**src/rtl/clk_div_mon_pkg.sv**
```systemverilog
// clk_div_mon_pkg: shared state type, widths and period-match helper for the divided-clock monitor.
package clk_div_mon_pkg;

    typedef enum logic [1:0] {IDLE, WAIT_EDGE, MEASURE} state_e;

    localparam int ERR_CNT_W = 8;

    // Odd ratios may land their falling edge on negedge, so either half of N is a valid high time.
    function automatic logic period_match(input logic [31:0] p, input logic [31:0] h, input logic [31:0] n);
        return (p == n) && ((h == (n >> 1)) || (h == ((n + 32'd1) >> 1)));
    endfunction

endpackage

```
**src/rtl/clk_div_monitor_sync.sv**
```systemverilog
// sync_edge_det: multi-flop synchroniser with rise/fall pulses from the synchronised level.
module sync_edge_det #(
    parameter int STAGES = 2
) (
    input  logic clk_in,
    input  logic rst_n,
    input  logic d,
    output logic sync,
    output logic rise,
    output logic fall
);
    logic [STAGES-1:0] sync_q, sync_d;
    logic dly_q, dly_d;

    always_comb begin
        sync_d = {sync_q[STAGES-2:0], d};
        dly_d  = sync;
    end

    always_ff @(posedge clk_in or negedge rst_n) begin
        if (!rst_n) begin
            sync_q <= '0;
            dly_q  <= 1'b0;
        end else begin
            sync_q <= sync_d;
            dly_q  <= dly_d;
        end
    end

    assign sync = sync_q[STAGES-1];
    assign rise = sync & ~dly_q;
    assign fall = ~sync & dly_q;

endmodule

```
**src/rtl/clk_div_monitor.sv**
```systemverilog
// clk_div_monitor: measures period/high time of a divided clock in clk_in cycles, reports lock and errors.
module clk_div_monitor
    import clk_div_mon_pkg::*;
#(
    parameter int CNT_W       = 8,
    parameter int LOCK_CNT    = 4,
    parameter int SYNC_STAGES = 2
) (
    input  logic                 clk_in,
    input  logic                 rst_n,
    input  logic                 en,
    input  logic [CNT_W-1:0]     div_sel,
    input  logic                 div_in,
    output logic                 meas_valid,
    output logic [CNT_W-1:0]     period,
    output logic [CNT_W-1:0]     high_time,
    output logic                 lock,
    output logic                 err,
    output logic [ERR_CNT_W-1:0] err_cnt
);
    localparam logic [CNT_W-1:0] ALL1   = '1;
    localparam logic [3:0]       LOCK_N = 4'(LOCK_CNT);

    logic sync, rise, fall_unused;

    sync_edge_det #(.STAGES(SYNC_STAGES)) u_sync (
        .clk_in (clk_in),
        .rst_n  (rst_n),
        .d      (div_in),
        .sync   (sync),
        .rise   (rise),
        .fall   (fall_unused)
    );

    state_e               state_q, state_d;
    logic [CNT_W-1:0]     per_q, per_d, hi_q, hi_d, period_q, period_d, high_q, high_d, sel_q, sel_d;
    logic                 meas_q, meas_d, err_q, err_d, lock_q, lock_d;
    logic [3:0]           good_q, good_d;
    logic [ERR_CNT_W-1:0] err_cnt_q, err_cnt_d;
    logic                 match;

    always_comb begin
        state_d   = state_q;
        per_d     = per_q;
        hi_d      = hi_q;
        period_d  = period_q;
        high_d    = high_q;
        meas_d    = 1'b0;
        err_d     = 1'b0;
        lock_d    = lock_q;
        good_d    = good_q;
        err_cnt_d = err_cnt_q;
        sel_d     = div_sel;
        match     = period_match(32'(per_q), 32'(hi_q), 32'(div_sel));
        if (!en) begin
            state_d = IDLE;
            lock_d  = 1'b0;
            good_d  = '0;
        end else if (div_sel != sel_q) begin
            // A new ratio invalidates any measurement in flight, including a coincident rise.
            state_d = WAIT_EDGE;
            lock_d  = 1'b0;
            good_d  = '0;
        end else if (state_q == IDLE) begin
            state_d = WAIT_EDGE;
        end else if (state_q == WAIT_EDGE) begin
            if (rise) begin
                state_d = MEASURE;
                per_d   = CNT_W'(1);
                hi_d    = CNT_W'(1);
            end
        end else if (rise || per_q == ALL1) begin
            meas_d   = 1'b1;
            period_d = per_q;
            high_d   = hi_q;
            per_d    = CNT_W'(1);
            hi_d     = CNT_W'(1);
            if (rise && match) begin
                good_d = (good_q == LOCK_N) ? good_q : good_q + 4'd1;
                lock_d = (good_d == LOCK_N);
            end else begin
                err_d     = 1'b1;
                lock_d    = 1'b0;
                good_d    = '0;
                err_cnt_d = err_cnt_q + ERR_CNT_W'(~&err_cnt_q);
                state_d   = rise ? MEASURE : WAIT_EDGE;
            end
        end else begin
            per_d = per_q + CNT_W'(1);
            hi_d  = hi_q + CNT_W'(sync);
        end
    end

    always_ff @(posedge clk_in or negedge rst_n) begin
        if (!rst_n) begin
            state_q   <= IDLE;
            per_q     <= '0;
            hi_q      <= '0;
            period_q  <= '0;
            high_q    <= '0;
            sel_q     <= '0;
            meas_q    <= 1'b0;
            err_q     <= 1'b0;
            lock_q    <= 1'b0;
            good_q    <= '0;
            err_cnt_q <= '0;
        end else begin
            state_q   <= state_d;
            per_q     <= per_d;
            hi_q      <= hi_d;
            period_q  <= period_d;
            high_q    <= high_d;
            sel_q     <= sel_d;
            meas_q    <= meas_d;
            err_q     <= err_d;
            lock_q    <= lock_d;
            good_q    <= good_d;
            err_cnt_q <= err_cnt_d;
        end
    end

    assign meas_valid = meas_q;
    assign period     = period_q;
    assign high_time  = high_q;
    assign lock       = lock_q;
    assign err        = err_q;
    assign err_cnt    = err_cnt_q;

endmodule

```
**config.mk**
```make
export PLATFORM = sky130hd
export DESIGN_NAME = clk_div_monitor
export DESIGN_NICKNAME = d
export VERILOG_FILES = /design/src/rtl/clk_div_mon_pkg.sv /design/src/rtl/clk_div_monitor_sync.sv /design/src/rtl/clk_div_monitor.sv
export SDC_FILE = /design/constraint.sdc
export NUM_CORES = 1
export LEC_CHECK = 0
export CORE_AREA = 2 2 91 93
export DETAILED_ROUTE_END_ITERATION = 12
export DIE_AREA = 0 0 93 95
export PLACE_DENSITY = 0.63
export SLEW_MARGIN = 5
export SYNTH_ARGS = -nofsm -noshare
export SYNTH_HDL_FRONTEND = slang
export SYNTH_SLANG_ARGS = --single-unit
```
**constraint.sdc**
```tcl
create_clock -name clk_in -period 5.1 [get_ports clk_in]
set_clock_uncertainty 0.05 [all_clocks]
set_input_delay 0.51 -clock clk_in [delete_from_list [all_inputs] [get_ports clk_in]]
set_output_delay 0.51 -clock clk_in [all_outputs]
set_load 0.02 [all_outputs]
```
==> impl_metrics.py, run 1 <==
metrics = {
    "grt": {
        "grt_max_degree": 61,
        "grt_pass1_vias": 2661,
        "grt_usage_pct": 19.6,
        "grt_antenna_before_repair": 0,
        "grt_overflow": 0,
        "grt_pass1_wl_um": 13500,
    },
    "routing": {
        "vias": 2822,
        "vias_per_cell": 5.56,
        "drc": 0,
        "drt-total-wl_um": 7940,
        "ant_nets": 0,
        "wl_per_cell_um": 15.6,
        "first_pass_iters": 4,
        "drtIter0Drc": 161,
    },
    "critical_path": {
        "cp.required_ns": 5.27,
        "end_kind": "flop",
        "worstReg2RegStart": "per_q[0]$_DFFE_PN0P_",
        "r2r-end": "period[5]$_DFFE_PN0P_",
        "crit_chain": "clkdlybuf4s50_1 > xor2_1 > nor4_4 > nand3_2 > nand2b_2 > a31oi_4 > mux2_1",
        "cp-start-kind": "input pin",
        "cpPeakStageDelay_ns": 0.65,
        "crit_arrival_ns": 3.18,
        "crit_fanout": 24,
        "critPathSlowestCell": "clkdlybuf4s50_1",
        "ff2ff_path_depth": 8,
        "reg2reg_setup_slack_ns": 2.34,
        "path_class": "in2reg",
    },
    "timing": {
        "hold_viol": 0,
        "rsz0062_at_grt": "no",
        "fin_crit_sh_pct": 58.9,
        "slew_violations": 0,
        "max_freq_mhz": 333,
        "min_period_ns": 3.01,
        "maxSlewHeadroom_pct": 25.4,
        "tns_ns": 0,
        "worst_pin_slew_ns": 1.11,
        "setup_viol": 0,
    },
    "synth": {
        "synth_warnings": 0,
        "yosys.area.top_type": "dfrtp_1",
        "synth_common_cells": "nand2_1, dfrtp_1, o21ai_0, xor2_1, nand3_1",
        "synth.most_common_cell": "nand2_1",
        "synth-seq-area-share_pct": 43.5,
        "async_flop_share_pct": 100,
        "synthXorXnorAreaFrac_pct": 7.87,
        "ys_types": 55,
        "synth.area.mux_share_pct": 1.09,
        "syn-instance-count": 367,
        "synth-seq-cells": 60,
        "synth-edff-count": 0,
        "synth.area.top_cells": "dfrtp_1, nand2_1, xor2_1",
        "synth_compound_area_share_pct": 15.2,
        "synthAdderAreaFrac_pct": 2.90,
        "synth.top_cell.area_share_pct": 43.5,
        "synth_fp_nets": 387,
        "synth_top_family_by_area": "simple AND/OR/NAND/NOR gates",
        "synth-simple-area-share_pct": 26.0,
        "synth_area_um2": 3450,
        "synthFlopType": "dfrtp_1",
        "syn_area_per_cell_um2": 9.41,
    },
    "floorplan": {
        "die-area_um2": 8840,
        "io_pins": 39,
        "rows": 33,
        "dieHeight_um": 95,
        "core-area_um2": 7930,
        "die_w_um": 93,
        "start_util_pct": 43.5,
    },
    "clocking": {
        "cts_tree": "done",
        "ctsHoldBuffers": 0,
        "ctsResizeCount": 0,
        "htreeDepth": 3,
        "clock-sinks": 60,
        "clockBufferDepth": 2,
        "post_cts.repair.setup_buffers": 0,
        "cts-buffers-inserted": 9,
        "clkTransAtPathRegs_ns": 0.07,
        "clock_latency_ns": 0.34,
        "cts-root-buf": "clkbuf_8",
    },
    "power": {
        "internal_power_uw": 793,
        "pwr-share-seq_pct": 47.0,
        "p_leak_nw": 1.75,
        "netSwitchingFraction_pct": 23.1,
        "power_switching_uw": 238,
        "ir_drop_mv": 0.150,
        "clkPwrFrac_pct": 46.0,
        "powerDensity_nw_per_um2": 251,
        "power_mw": 1.03,
        "pwr-share-comb_pct": 7.0,
    },
    "place": {
        "place_area_um2": 3890,
        "dpl.hpwl_um": 5760,
        "placed_cells": 493,
        "gp_congestion": 0.916,
        "io_buffers": 38,
    },
    "status": {
        "outcome": "complete, no violations",
    },
    "layout": {
        "fill_cells": 738,
        "multiInputGateArea_um2": 1830,
        "drive_above_1_share_pct": 8.68,
        "seq_area_um2": 1500,
        "stdcell_count": 508,
        "syn_to_final_growth_pct": 18.9,
        "final_area_um2": 4110,
        "diodes": 0,
        "nets": 419,
    },
    "hold_path": {
        "min_path_type": "in2async",
    },
    "flow_run": {
        "maxCapViolCount": 0,
    },
}
[placed cells by master (no fill, tap or decap), types with 5 or more instances in the layout]
master / count
a21oi_1: 11
nor4_1: 5
a311oi_1: 7
nor2_1: 12
clkbuf_8: 10
o21ai_0: 24
clkdlybuf4s50_1: 37
nand4_1: 7
dfrtp_1: 60
and3_1: 10
ha_1: 8
nand2_1: 70
nor3_1: 11
xor2_1: 20
and2_1: 6
xnor2_1: 11
nand3_1: 13
nand2b_1: 11
inv_1: 9
[critical path: cells and delay by family]
kind            cells  cell delay (ns)
simple gates        3             1.08
buf+inv             1             0.65
mux                 1             0.35
xor+xnor            1             0.29
compound gates      1             0.29
[power by group through the flow]
stage / registers, mW / logic (mW) / clock network (mW)
final: 0.485 / 0.0719 / 0.474
after global routing: 0.485 / 0.0802 / 0.505
after floorplan: 0.493 / 0.0454 / 0
after CTS: 0.485 / 0.0728 / 0.486
after global placement: 0.494 / 0.0721 / 0
after detailed placement: 0.494 / 0.0727 / 0
[worst max-delay path by stage]
stage                    start                     end  cells past startpoint
finish              div_sel[2]  err_cnt[1]$_DFFE_PN0P_                      7
global route        div_sel[3]  err_cnt[1]$_DFFE_PN0P_                      6
CTS                 div_sel[2]  err_cnt[1]$_DFFE_PN0P_                      7
detailed placement  div_sel[2]  err_cnt[1]$_DFFE_PN0P_                      7
global placement    div_sel[6]  err_cnt[1]$_DFFE_PN0P_                      7
floorplan           div_sel[5]  state_q[0]$_DFFE_PN0P_                      6
[cells by family after synthesis]
| kind of cell | after synthesis |
|---|---|
| compound gates | 68 |
| xor+xnor | 31 |
| fa+ha+maj | 8 |
| buf+inv | 29 |
| flops | 60 |
| mux | 3 |
| simple gates | 168 |
[final cells by class]
cell class / count / share of cell area [%]
flip-flops and latches: 60 / 36.6
well taps: 105 / 3.20
clock inverters: 4 / 1.80
multi-input cells: 278 / 44.6
clock buffers: 11 / 3.44
repair buffers: 40 / 9.51
inverters: 10 / 0.914
[state kept, by name, summed over array words and instances, names as in the netlist]
name and cells:
err 1, err_cnt 8, sel_q 8, high_time 8
state_q 2, per_q 8, u_sync.dly_q 1, good_q 4
lock 1, meas_valid 1, u_sync.sync_q 2, hi_q 8
period 8
[per-stage QoR]
step | hold slack (ns) | util, % | worst slack (ns)
finish | 0.270 | 51.8 | 2.09
detailed placement | 0.302 | 49.1 | 1.77
global placement | 0.284 | 49.1 | 1.81
floorplan | 0.164 | - | 2.67
global route | 0.336 | 51.8 | 1.91
CTS | 0.308 | 51.8 | 2.12
[per-layer routing]
layer  vias up  GRT usage, %  wire [µm]
met3        15          4.15        301
met2        67          32.0       3800
met4         0          7.35        160
met5         -             0          0
met1      1374          25.7       3690
li1       1366             -          -
(Power assumes the default switching activity.)
==> run 2, diff against run 1 <==
Clock period 5.1 ns to 2.9 ns, I/O delays scaled along.
==> run 2 against run 1 <==
Clock power increased by 86%. Via count increased by 2.0%. Count of clock-buffer cells in the layout increased by 1. Flip-flop and latch count unchanged. Register-to-register slack got worse by 2.1 ns. Sequential power increased by 76%. Non-clock buffer count increased by 20. Die area unchanged. Global-route usage increased by 0.38 points. Core utilization increased by 2.1 points. Worst hold slack got worse by 0.23 ns. Largest power group is now clock.
==> impl_metrics.py, run 2 (same netlist as run 1, synthesis figures left out) <==
metrics = {
    "routing": {
        "wl_met1_um": 3850,
        "vias_per_cell": 5.45,
        "maxUsedRoutingLayer": "met4",
        "first_pass_iters": 4,
        "drt-total-wl_um": 8180,
        "ant_nets": 0,
        "drtIter0Drc": 193,
        "wl_met3_um": 324,
        "wl_met2_um": 3840,
        "drc": 0,
        "vias": 2879,
        "wl_per_cell_um": 15.5,
    },
    "clocking": {
        "cts_tree": "done",
        "htreeDepth": 3,
        "ctsHoldBuffers": 0,
        "clockBufferDepth": 2,
        "post_cts.repair.setup_buffers": 0,
        "clock_latency_ns": 0.35,
        "cts-buffers-inserted": 9,
        "ctsResizeCount": 0,
        "clock-sinks": 60,
        "clkTransAtPathRegs_ns": 0.07,
        "cts-root-buf": "clkbuf_8",
    },
    "timing": {
        "setup_viol": 0,
        "rsz0062_at_grt": "no",
        "fin_crit_sh_pct": 91.9,
        "maxSlewHeadroom_pct": 49.2,
        "holdWs_ns": 0.0383,
        "max_freq_mhz": 375,
        "min_period_ns": 2.67,
        "slew_violations": 0,
        "worst_pin_slew_ns": 0.763,
        "hold_viol": 0,
    },
    "grt": {
        "grt_overflow": 0,
        "grt_pass1_wl_um": 13600,
        "grt_antenna_before_repair": 0,
        "grt_usage_pct": 20.0,
        "grt_max_degree": 61,
        "grt_pass1_vias": 2696,
    },
    "floorplan": {
        "dieHeight_um": 95,
        "die-area_um2": 8840,
        "rows": 33,
        "start_util_pct": 43.5,
        "die_w_um": 93,
        "io_pins": 39,
        "core-area_um2": 7930,
    },
    "power": {
        "ir_drop_mv": 0.276,
        "powerDensity_nw_per_um2": 439,
        "power_mw": 1.88,
        "p_leak_nw": 1.85,
    },
    "critical_path": {
        "reg2reg_setup_slack_ns": 0.23,
        "crit_arrival_ns": 2.85,
        "crit_fanout": 17,
        "cp.required_ns": 3.08,
        "ff2ff_path_depth": 9,
        "path_class": "reg2reg",
        "end_kind": "flop",
        "cp-start-kind": "flop",
    },
    "layout": {
        "mostFrequentLayoutCell": "nand2_1",
        "fin_util_pct": 53.9,
        "nets": 439,
        "diodes": 0,
        "drive_above_1_share_pct": 13.2,
        "final_area_um2": 4270,
        "final_cell_mix": "nand2_1, dfrtp_1, clkdlybuf4s50_1, o21ai_0, buf_4",
        "syn_to_final_growth_pct": 23.8,
    },
    "place": {
        "io_buffers": 38,
        "place_area_um2": 4040,
        "gp_congestion": 0.869,
        "dpl.hpwl_um": 5890,
    },
    "flow_run": {
        "maxCapViolCount": 0,
    },
    "hold_path": {
        "min_path_type": "in2async",
    },
    "status": {
        "outcome": "complete, no violations",
    },
}
==> run 2: path summary, 6_finish.rpt <==
check | start | end
max | per_q[1]$_DFFE_PN0P_ | period[6]$_DFFE_PN0P_
min | rst_n | sel_q[6]$_DFF_PN0_
max reg2reg | per_q[1]$_DFFE_PN0P_ | period[6]$_DFFE_PN0P_
min reg2reg | u_sync.sync_q[0]$_DFF_PN0_ | u_sync.sync_q[1]$_DFF_PN0_
max in group asynchronous | rst_n | high_time[1]$_DFFE_PN0P_
min in group clk_in | u_sync.sync_q[0]$_DFF_PN0_ | u_sync.sync_q[1]$_DFF_PN0_
==> run 2: where the power goes <==
group / switching, mW / internal (mW)
combinational: 0.0864 / 0.0591
sequential: 0.00604 / 0.846
clock: 0.330 / 0.551
total: 0.422 / 1.46
==> run 2: area by class of cell <==
| class | count | area [µm²] |
|---|---|---|
| clock inverters | 3 | 68.8 |
| flip-flops and latches | 60 | 1500 |
| well taps | 105 | 131 |
| repair buffers | 60 | 541 |
| multi-input cells | 278 | 1830 |
| inverters | 10 | 37.5 |
| fillers | 744 | 3650 |
| clock buffers | 12 | 165 |
==> run 2: critical path: stages (launching register included) <==
cell	delay [ns]
dfrtp_1	0.47
ha_1	0.25
and3_1	0.25
a41oi_1	0.28
nor2_1	0.15
nand2b_2	0.19
buf_4	0.25
clkinv_1	0.39
nand2_1	0.20
nand2_1	0.07
==> run 2: layer usage <==
layer / global-route usage [%] / up-vias
met5: 0 / -
met1: 25.9 / 1383
met4: 9.68 / 0
li1: - / 1411
met3: 3.75 / 16
met2: 32.2 / 69
==> run 2: metrics by stage <==
step | worst slack (ns) | TNS [ns] | std cells
final | 0.235 | 0 | 528
after global placement | -0.0226 | -0.0602 | 513
after global routing | 0.0365 | 0 | 528
after floorplan | 0.678 | 0 | 367
after CTS | 0.257 | 0 | 528
after detailed placement | -0.0367 | -0.173 | 513
==> run 3, diff against run 2 <==
Settings changed: HOLD_SLACK_MARGIN from default to 0.05.
==> results of run 3 <==
The final DEF is identical to that of run 2; final timing and power are the same.
